==> src/rtl/alarm_pkg.sv <==
// Shared encodings and reset defaults for the alarm countdown timer.
package alarm_pkg;

    localparam logic [1:0] INT_ARM  = 2'd0;
    localparam logic [1:0] INT_DRV  = 2'd1;
    localparam logic [1:0] INT_PASS = 2'd2;
    localparam logic [1:0] INT_ON   = 2'd3;

    localparam int unsigned NUM_TIMES    = 4;
    localparam int unsigned CLK_DIV_DEF  = 100;
    localparam int unsigned T_ARM_DEF_C  = 6;
    localparam int unsigned T_DRV_DEF_C  = 8;
    localparam int unsigned T_PASS_DEF_C = 15;
    localparam int unsigned T_ON_DEF_C   = 10;

    typedef enum logic {
        StIdle  = 1'b0,
        StCount = 1'b1
    } cnt_state_e;

    function automatic logic [3:0] default_time(
        input logic [1:0]  idx,
        input int unsigned t_arm,
        input int unsigned t_drv,
        input int unsigned t_pass,
        input int unsigned t_on
    );
        logic [3:0] val;
        unique case (idx)
            INT_ARM:  val = 4'(t_arm);
            INT_DRV:  val = 4'(t_drv);
            INT_PASS: val = 4'(t_pass);
            INT_ON:   val = 4'(t_on);
            default:  val = 4'd0;
        endcase
        return val;
    endfunction

endpackage

==> src/rtl/one_hz_gen.sv <==
// One-second prescaler: wraps every CLK_DIV cycles, emits a one-cycle tick on the last
// count and a 50% duty one_hz_enable. clear restarts the second from zero.
module one_hz_gen #(
    parameter int unsigned CLK_DIV = 100
) (
    input  logic clock,
    input  logic reset,
    input  logic clear,
    output logic tick,
    output logic one_hz_enable
);

    localparam int unsigned PW = $clog2(CLK_DIV);
    localparam logic [PW-1:0] LAST = PW'(CLK_DIV - 1);
    localparam logic [PW-1:0] HALF = PW'(CLK_DIV / 2);

    logic [PW-1:0] presc_q, presc_d;

    always_ff @(posedge clock or posedge reset) begin
        if (reset) begin
            presc_q <= '0;
        end else begin
            presc_q <= presc_d;
        end
    end

    always_comb begin
        presc_d = presc_q + 1'b1;
        if (clear || presc_q == LAST) begin
            presc_d = '0;
        end
    end

    always_comb begin
        tick          = (presc_q == LAST);
        one_hz_enable = (presc_q >= HALF);
    end

endmodule

==> src/rtl/alarm_timer_ctrl.sv <==
// Alarm countdown timer: four programmable second counts, one active countdown at a time.
// Optional `remaining` output is built only when ALARM_TIMER_REMAIN_EN is defined.
module alarm_timer_ctrl
    import alarm_pkg::*;
#(
    parameter int unsigned CLK_DIV    = CLK_DIV_DEF,
    parameter int unsigned T_ARM_DEF  = T_ARM_DEF_C,
    parameter int unsigned T_DRV_DEF  = T_DRV_DEF_C,
    parameter int unsigned T_PASS_DEF = T_PASS_DEF_C,
    parameter int unsigned T_ON_DEF   = T_ON_DEF_C
) (
    input  logic       clock,
    input  logic       reset,
    input  logic [1:0] interval,
    input  logic       start_timer,
    input  logic       prog_we,
    input  logic [1:0] prog_sel,
    input  logic [3:0] prog_val,
    output logic       expired,
    output logic       one_hz_enable,
    output logic       busy
`ifdef ALARM_TIMER_REMAIN_EN
   ,output logic [3:0] remaining
`endif
);

    cnt_state_e state_q, state_d;
    logic [3:0] count_q, count_d;
    logic       expired_q, expired_d;
    logic [3:0] time_q [NUM_TIMES];
    logic [3:0] time_d [NUM_TIMES];
    logic       start_accept;
    logic       tick;
    logic [3:0] load_val;

    // A write in the same cycle suppresses the start entirely, including the prescaler clear.
    assign start_accept = start_timer & ~prog_we;
    assign load_val     = time_q[interval];

    one_hz_gen #(
        .CLK_DIV(CLK_DIV)
    ) u_one_hz_gen (
        .clock        (clock),
        .reset        (reset),
        .clear        (start_accept),
        .tick         (tick),
        .one_hz_enable(one_hz_enable)
    );

    always_ff @(posedge clock or posedge reset) begin
        if (reset) begin
            state_q <= StIdle;
        end else begin
            state_q <= state_d;
        end
    end

    always_comb begin
        state_d = state_q;
        if (prog_we) begin
            state_d = StIdle;
        end else if (start_accept) begin
            // A zero load expires on the start edge itself, so there is nothing to count.
            state_d = (load_val == 4'd0) ? StIdle : StCount;
        end else if (state_q == StCount && tick && count_q == 4'd1) begin
            state_d = StIdle;
        end
    end

    always_ff @(posedge clock or posedge reset) begin
        if (reset) begin
            count_q   <= 4'd0;
            expired_q <= 1'b0;
            for (int i = 0; i < NUM_TIMES; i++) begin
                time_q[i] <= default_time(2'(i), T_ARM_DEF, T_DRV_DEF, T_PASS_DEF, T_ON_DEF);
            end
        end else begin
            count_q   <= count_d;
            expired_q <= expired_d;
            time_q    <= time_d;
        end
    end

    always_comb begin
        time_d    = time_q;
        count_d   = count_q;
        expired_d = 1'b0;
        if (prog_we) begin
            time_d[prog_sel] = prog_val;
            count_d          = 4'd0;
        end else if (start_accept) begin
            count_d   = load_val;
            expired_d = (load_val == 4'd0);
        end else if (state_q == StCount && tick) begin
            count_d   = count_q - 4'd1;
            expired_d = (count_q == 4'd1);
        end
    end

    always_comb begin
        busy    = (state_q == StCount);
        expired = expired_q;
    end

`ifdef ALARM_TIMER_REMAIN_EN
    always_comb begin
        remaining = (state_q == StCount) ? count_q : 4'd0;
    end
`endif

endmodule

==> config.mk <==
export PLATFORM = sky130hd
export DESIGN_NAME = alarm_timer_ctrl
export DESIGN_NICKNAME = d
export VERILOG_FILES = /design/src/rtl/alarm_pkg.sv /design/src/rtl/one_hz_gen.sv /design/src/rtl/alarm_timer_ctrl.sv
export SDC_FILE = /design/constraint.sdc
export NUM_CORES = 1
export LEC_CHECK = 0
export CAP_MARGIN = 40
export CORE_MARGIN = 2
export CORE_UTILIZATION = 43
export DETAILED_ROUTE_END_ITERATION = 10
export PLACE_DENSITY = 0.66
export SLEW_MARGIN = 10
export SYNTH_ARGS = -nofsm -noshare
export SYNTH_HDL_FRONTEND = slang
export SYNTH_SLANG_ARGS = --single-unit
==> constraint.sdc <==
create_clock -name clock -period 1.6 [get_ports clock]
set_input_delay 0.16 -clock clock [delete_from_list [all_inputs] [get_ports clock]]
set_output_delay 0.16 -clock clock [all_outputs]
set_load 0.005 [all_outputs]
## After elaboration in Yosys (flattened, before gate mapping)

Index checks and enable logic that the tools add are counted.

- $add $sub $neg: 2
- Multipliers: 0
- Div/mod/pow operators: 0
- Magnitude comparators: 4
- Eq/ne operators: 2
- Shift-type cells: 0
- Mux-type cells: 17
- Bitwise operators: 4
- Reduce and logical (&&, ||, !) cells: 7

Operators with widths:

| kind | count |
|---|---|
| 4-bit 2-to-1 mux | 6 |
| 16-bit bitwise mux | 1 |
| 4-bit binary-select mux with 2-bit select | 1 |
| 4-bit demux with 2-bit select | 1 |
| 7-bit by 1-bit adder with 7-bit output (second input constant) | 1 |
| 7-bit == test (second input constant) | 1 |
| 7-bit by 6-bit >= comparator with 1-bit output (second input constant) | 1 |
| 1-bit 2-to-1 mux | 7 |
| 7-bit 2-to-1 mux | 1 |
| 3-bit >= comparator (second input constant) | 2 |
| 2-bit NOT with 3-bit output | 2 |
| 3-bit nonzero test | 2 |
| 4-bit by 1-bit == test with 1-bit output (second input constant) | 1 |
| 4-bit zero test | 1 |
| 4-bit by 1-bit subtractor with 4-bit output (second input constant) | 1 |
| 1-bit logical AND | 3 |
| 3-bit by 1-bit < comparator with 1-bit output (second input constant) | 1 |
| 1-bit bitwise AND | 1 |
| 1-bit logical OR | 1 |
| 1-bit NOT | 1 |

- Flip-flop bits (word level): 29
- Latch bits: 0
- Memory bits (writable): 0
- ROM bits: 0
- Input port bits: 12
- Word-level logic and storage cells: 44
- Memories: 0

## Longest topological paths before layout

Gate-level depths: netlist (run 1).

- Word-level depth: 8
- Depth in mapped cells: 5
- Mapped depth without buffers: 5

## Cells and area by module

A second synthesis (run 1) with hierarchy kept.

- Cell total of the unflattened synthesis: 113
- Area total of the unflattened synthesis: 1427.6 um2

Modules (own cells, without submodules):

| module | times used | cells each | area each (um2) |
|---|---|---|---|
| alarm_timer_ctrl | 1 | 78 | 1074.8 |
| one_hz_gen | 1 | 35 | 352.8 |

## Worst setup path before layout (run 1)

No wires, ideal clock.

- Path kind: flip-flop to flip-flop
- From: register u_one_hz_gen.presc_q[0]
- To: register expired_q (netlist: expired)
- Setup time: 0.073 ns
- Arrival: 1.553 ns
- Data required time: 1.527 ns
- Slack: -0.026 ns
- Stages on the path, launching flop included: 6
- Clock period less this slack: 1.626 ns
- Cells stage by stage: dfrtp_1 -> ha_1 -> and4b_1 -> nand3_2 -> or4_1 -> a21oi_2

- Longest elaborated chain between the ends: 5

Ends and longest elaborated chain:

| item | RTL line | source |
|---|---|---|
| from (decl) | one_hz_gen.sv:17 | `logic [PW-1:0] presc_q, presc_d;` |
| from (signal assigned) | one_hz_gen.sv:23 | `presc_q <= presc_d;` |
| 7-bit == test | one_hz_gen.sv:35 | `tick = (presc_q == LAST);` |
| 1-bit logical AND | alarm_timer_ctrl.sv:94 | `end else if (state_q == StCount && tick) begin` |
| 1-bit 2-to-1 mux | alarm_timer_ctrl.sv:94 |  |
| 1-bit 2-to-1 mux | alarm_timer_ctrl.sv:91 | `end else if (start_accept) begin` |
| 1-bit 2-to-1 mux | alarm_timer_ctrl.sv:88 | `if (prog_we) begin` |
| net expired_d | alarm_timer_ctrl.sv:29 | `logic expired_q, expired_d;` |
| to (signal assigned) | alarm_timer_ctrl.sv:79 | `expired_q <= expired_d;` |
| to (decl) | alarm_timer_ctrl.sv:29 |  |

The timed path passes the listed nets, and every way through them passes these cells.
A chain may end at the register's enable or synchronous reset.

## Final worst setup path (run 1)

- From: register u_one_hz_gen.presc_q[1]
- To: output port one_hz_enable

- Longest elaborated chain between the ends: 1

Ends and longest elaborated chain:

| item | RTL line | source |
|---|---|---|
| 7-bit by 6-bit >= comparator with 1-bit output | one_hz_gen.sv:36 | `one_hz_enable = (presc_q >= HALF);` |
| to (decl) | alarm_timer_ctrl.sv:20 | `output logic one_hz_enable,` |

No other way between the ends.

==> results of run 1 <==
## how the worst max path moves through the flow
stage / start / to / cells after the start
after detailed placement: interval[1] / expired / 5
after global routing: u_one_hz_gen.presc_q[0] / expired / 6
after global placement: interval[1] / expired / 5
after CTS: u_one_hz_gen.presc_q[1] / one_hz_enable / 5
after floorplan: u_one_hz_gen.presc_q[0] / expired / 5
final: u_one_hz_gen.presc_q[1] / one_hz_enable / 5
## sequential cells by signal, summed over array words and instances (netlist names)
name,flops
busy,1
count_q,4
expired,1
time_q,16
u_one_hz_gen.presc_q,7
## kinds of logic (layout without fill, tap and decap cells)
logic type | count (synthesis) | count (layout) | share of synthesized area (%)
AOI/OAI and AO/OA | 8 | 8 | 3.870
xor gates and xnor gates | 8 | 8 | 4.925
adders and majority gates | 4 | 4 | 3.518
buffers and inverters | 7 | 48 | 1.934
DFF | 29 | 29 | 51.80
muxes | 21 | 21 | 20.84
and+or+nand+nor | 35 | 35 | 13.10
## through the flow
stage	setup WS, ps	setup TNS [ps]	util (%)	cell area [um2]
3_5_place_dp	-344.9	-984.7	55.93	1735
3_3_place_gp	-290.1	-742.1	55.93	1735
6_report	-13.78	-25.05	60.48	1877
5_1_grt	-73.54	-318.3	60.48	1877
2_1_floorplan	-18.99	-18.99	-	1425
4_1_cts	-32.09	-48.01	59.72	1853
## cell type report
| type | count | area, um2 |
|---|---|---|
| Clock buffer | 8 | 58.81 |
| Tap cell | 44 | 55.05 |
| Fill cell | 266 | 1226 |
| Sequential cell | 29 | 737.0 |
| Inverter | 6 | 22.52 |
| Timing Repair Buffer | 34 | 296.5 |
| Multi-Input combinational cell | 76 | 706.9 |
## Yosys cell counts, types with 2 or more instances
cell type / instances
a211oi_1: 2
dfrtp_1: 20
dfstp_2: 9
ha_1: 4
inv_1: 6
mux2_2: 17
mux4_1: 4
nand2_1: 5
nand3_1: 5
nand3b_1: 2
nand4_1: 2
nor2_1: 11
nor3_1: 3
xnor2_1: 4
xor2_1: 4
## report_power, final
group	switching (mW)	total (mW)	internal (mW)
registers	0.108	0.999	0.891
logic	0.230	0.583	0.353
clock network	0.243	0.459	0.216
total	0.581	2.04	1.46
## layer usage
metal	vias to the layer above	wire length, um	share of wire (%)
met5	-	0	0
met4	0	89	3.1
met3	11	98	3.4
met2	21	1466	51
met1	502	1210	42
li1	485	-	-
## critical path, delay by kind of cell (launching register included)
family,cells,cell delay (ps)
buf+inv,3,370
compound gates,1,90
flops,1,400
simple gates,1,280
## repair_timing
action,CTS,global route
endpoints found under the setup margin,2,6
buffers inserted,3,1
resized for setup,12,3
hold endpoints to repair,0,0
pin swaps,6,2
==> out/qor.txt, run 1 <==
dpl hpwl: 2.094 mm
Residual DRC: 0
TritonRoute pass-1 iters: 4
outcome: finished with violations
crit-path max cell delay: 400 ps
GRT overflow: 0
worst min-delay path category: in2async
All-Layer GR Usage: 18.12%
CP arrival: 1450 ps
cts bufs inserted: 5
area of the die: 0.003785 mm2
Post-synth EDFFs: 0
Routed WL per cell: 14.54 um
via count: 1019
ratio of cells with drive above 1 in the final layout: 40.52%
# hold bufs at CTS: 0
CP Class: reg2out
Synth cell types: 29
vias in the first global route: 1068
Starting DRT DRC Count: 12
Setup Viol. Count Final: 2
Top Usage Layer GRT: met2
Layout area overhead: 31.93%
fin crit period: 1614 ps
asr flop ratio synth: 100.0%
Ant. Diodes: 0
dpl cells: 185
CP dominant cell by count: buf_6
CP cell instances: buf_6 -> buf_6 -> nor4_4 -> o21bai_1 -> buf_2
Leak Pwr: 0.8026 nW
Synth Area per Inst: 12.70 um2
crit path launch type: flip-flop
Clock Sinks: 29
H-tree depth: 2
Max-Cap Viols: 0
Rel. slew slack: 76.56%
Core ar.: 0.003103 mm2
hold_ws: 184.3 ps
worst vdd ir: 0.6680 mV
Critical R2R Capture: count_q[1]
worst setup margin: -13.78 ps
Worst Reg-to-Reg Cells: 6
CTS tree: yes
NumNets Final: 168
failing checks: negative setup slack
final worst-path cycle share: 100.9%
required time of the critical path: 1440 ps
die height: 61.52 um
Port Buf Inserts: 14
row cnt: 20
Pwr Density: 1088 mW/mm2
Die X: 61.52 um
first-pass GRT wire length: 4.712 mm
# IOs: 15
Slew Limit Fails: 0
initial antenna violation count: 0
actual slew at the worst max-slew pin: 351.6 ps
area leader, netlist: dfrtp_1
Worst path slowest cell: dfrtp_1
Routability Congestion: 0.7874
Routed Antenna Nets: 0
clk slew on worst S/H paths: 90 ps
Finished Layout Cells: 197
cells after synthesis: 112
RSZ-0062 raised after global routing: true
Root Buffer: clkbuf_4
grt met2 use: 29.62%
yosys warns: 0
top cell type's share of synthesized area: 35.18%
r2r setup slk: 10 ps
most common cell after layout, fill and taps aside: dfrtp_1
Initial Util: 45.85%
highest-count cells in the layout ignoring fill and taps: 20 x dfrtp_1, 17 x mux2_2, 17 x buf_4, 13 x clkdlybuf4s50_1, 11 x nor2_1
Longest Clk Path Bufs: 2
Synth Net Count: 128
Overall Power: 2.042 mW
register area share after synthesis: 51.80%
final WL: 2.864 mm
routing usage on met3: 5.042%
crit end category: output port
origin of the critical flop-to-flop path: u_one_hz_gen.presc_q[1]
final hold vios: 0
Worst-Skew Late Latency: 320 ps
drt via density: 5.173
clk_skew: 7.619 ps
largest net degree at the start of global routing: 30
met1 usage: 20.57%
Mapped Area: 0.001423 mm2
Area contributors post-synth: dfrtp_1 35%, dfstp_2 17%, mux2_2 13%
Synth Flop Type: dfrtp_1
FF+latch count, synth: 29
crit-path max FO: 2
Fmax: 619.7 MHz
Note: power is estimated with default switching activity, not from simulation.
==> inputs of run 2 (changes only) <==
--- a/config.mk
+++ b/config.mk
@@ -5,7 +5,7 @@
 export SDC_FILE = /design/constraint.sdc
 export NUM_CORES = 1
 export LEC_CHECK = 0
-export CAP_MARGIN = 40
+export CAP_MARGIN = 5
 export CORE_MARGIN = 2
 export CORE_UTILIZATION = 43
 export DETAILED_ROUTE_END_ITERATION = 10
==> results of run 2 <==
Final layout, timing and power as in run 1 (identical DEF).
==> inputs of run 3 (changes only) <==
--- a/config.mk
+++ b/config.mk
@@ -6,10 +6,9 @@
 export NUM_CORES = 1
 export LEC_CHECK = 0
 export CAP_MARGIN = 5
-export CORE_MARGIN = 2
 export CORE_UTILIZATION = 43
 export DETAILED_ROUTE_END_ITERATION = 10
-export PLACE_DENSITY = 0.66
+export PLACE_DENSITY_LB_ADDON = 0.08
 export SLEW_MARGIN = 10
 export SYNTH_ARGS = -nofsm -noshare
 export SYNTH_HDL_FRONTEND = slang
==> constraint.sdc (replaced) <==
create_clock -name clock -period 1.8 [get_ports clock]
set_input_delay 0.18 -clock clock [delete_from_list [all_inputs] [get_ports clock]]
set_output_delay 0.18 -clock clock [all_outputs]
set_load 0.005 [all_outputs]
==> out/qor.txt, run 3 (same netlist as run 1, synthesis figures left out) <==
drt via density: 5.107
Finished Layout Cells: 187
Leak Pwr: 0.7469 nW
dpl cells: 177
area of the die: 0.003543 mm2
Layout area overhead: 24.36%
max FFs per register: 16
CP arrival: 1550 ps
vias in the first global route: 1003
origin of the critical flop-to-flop path: u_one_hz_gen.presc_q[0]
die height: 59.52 um
Core Util, Final: 57.02%
Fmax: 579.2 MHz
Setup WS pre-CTS: -175.5 ps
dpl hpwl: 1.992 mm
row cnt: 20
initial antenna violation count: 0
Die X: 59.52 um
Worst-Skew Late Latency: 330 ps
highest-count cells in the layout ignoring fill and taps: 20 x dfrtp_1, 17 x mux2_2, 13 x clkdlybuf4s50_1, 11 x nor2_1, 10 x buf_4
Routed WL per cell: 14.17 um
Routability Congestion: 0.7507
CTS tree: yes
All-Layer GR Usage: 17.46%
Port Buf Inserts: 14
GRT overflow: 0
via count: 955
Final Cell Area: 0.001769 mm2
largest registers: time_q: 16 flops, u_one_hz_gen.presc_q: 7 flops, count_q: 4 flops
fin crit period: 1727 ps
TritonRoute pass-1 iters: 4
clk_skew: 16.17 ps
H-tree depth: 2
Root Buffer: clkbuf_4
NumNets Final: 158
RSZ-0062 raised after global routing: true
most common cell after layout, fill and taps aside: dfrtp_1
Ant. Diodes: 0
placed instance area: 0.001673 mm2
Rel. slew slack: 75.45%
Routed Antenna Nets: 0
Longest Clk Path Bufs: 2
crit-path max FO: 2
clk slew on worst S/H paths: 100 ps
worst setup path startpoint: u_one_hz_gen.presc_q[0]
setup TNS: 0 ps
required time of the critical path: 1620 ps
Initial Util: 45.85%
# IOs: 15
Slew Limit Fails: 0
Setup Viol. Count Final: 0
Residual DRC: 0
actual slew at the worst max-slew pin: 368.3 ps
Max-Cap Viols: 0
CP Class: reg2out
largest net degree at the start of global routing: 30
Starting DRT DRC Count: 22
outcome: finished, final reports clean
Reg with most FFs: time_q
Pwr Density: 950.9 mW/mm2
Core ar.: 0.003103 mm2
hold_ws: 211.6 ps
Layout fillers: 305
Clock Sinks: 29
cts bufs inserted: 5
worst setup margin: 73.33 ps
Overall Power: 1.682 mW
worst vdd ir: 0.4754 mV
worst min-delay path category: in2async
final worst-path cycle share: 95.93%
final WL: 2.649 mm
first-pass GRT wire length: 4.374 mm
Worst Reg-to-Reg Cells: 6
crit path launch type: flip-flop
ratio of cells with drive above 1 in the final layout: 35.66%
crit end category: output port
final hold vios: 0
==> run 3: cell count changes in the layout (fill, tap and decap cells not counted), sizes merged <==
cell         previous run  this run
buf                    21        10
clkbuf                  8         7
clkinvlp                0         1
dlygate4sd2             0         1
==> run 3: cell type report <==
| cell class | instances | area (um2) | area share (%) |
|---|---|---|---|
| sequential | 29 | 737.0 | 41.65 |
| multi-input combinational | 76 | 678.2 | 38.33 |
| timing repair buffer | 24 | 214.0 | 12.09 |
| clock buffer | 7 | 55.05 | 3.112 |
| tap | 44 | 55.05 | 3.112 |
| inverter | 6 | 22.52 | 1.273 |
| clock inverter | 1 | 7.507 | 0.4243 |
==> run 3: layer usage <==
metal / wire (um) / part of all wire, % / GRT usage, % / vias to the layer above
met3: 76 / 2.9 / 5.895 / 6
met1: 1194 / 45 / 20.34 / 474
met5: 0 / 0 / 0 / -
met4: 52 / 2.0 / 7.973 / 0
met2: 1326 / 50 / 29.05 / 13
li1: - / - / - / 462
==> run 3: path summary, 6_finish.rpt <==
| check | end | slack [ps] |
|---|---|---|
| setup / recovery | one_hz_enable | 70 |
| hold / removal | count_q[2] | 210 |
| setup reg to reg | expired | 110 |
| hold reg to reg | time_q[0] | 510 |
| max in group asynchronous | time_q[3] | 1270 |
| min in group clock | time_q[0] | 510 |
==> run 3: critical path: stages (launching register included) <==
cell and delay (ps):
dfrtp_1 370, buf_4 110, inv_1 30, ha_2 170, nor4_2 170, o21bai_1 100, dlygate4sd2_1 260
==> run 3: timing repair <==
item	4_1_cts	5_1_grt
setup endpoints to repair	1	3
buffers inserted	1	1
hold buffers	0	0
pin swaps	1	2
gates resized for setup	4	2
==> run 3: report_power, final <==
part           internal [mW]  switching [mW]  leakage (nW)
clock network          0.191           0.223        0.0315
logic                  0.223           0.160         0.366
registers              0.793          0.0930         0.349
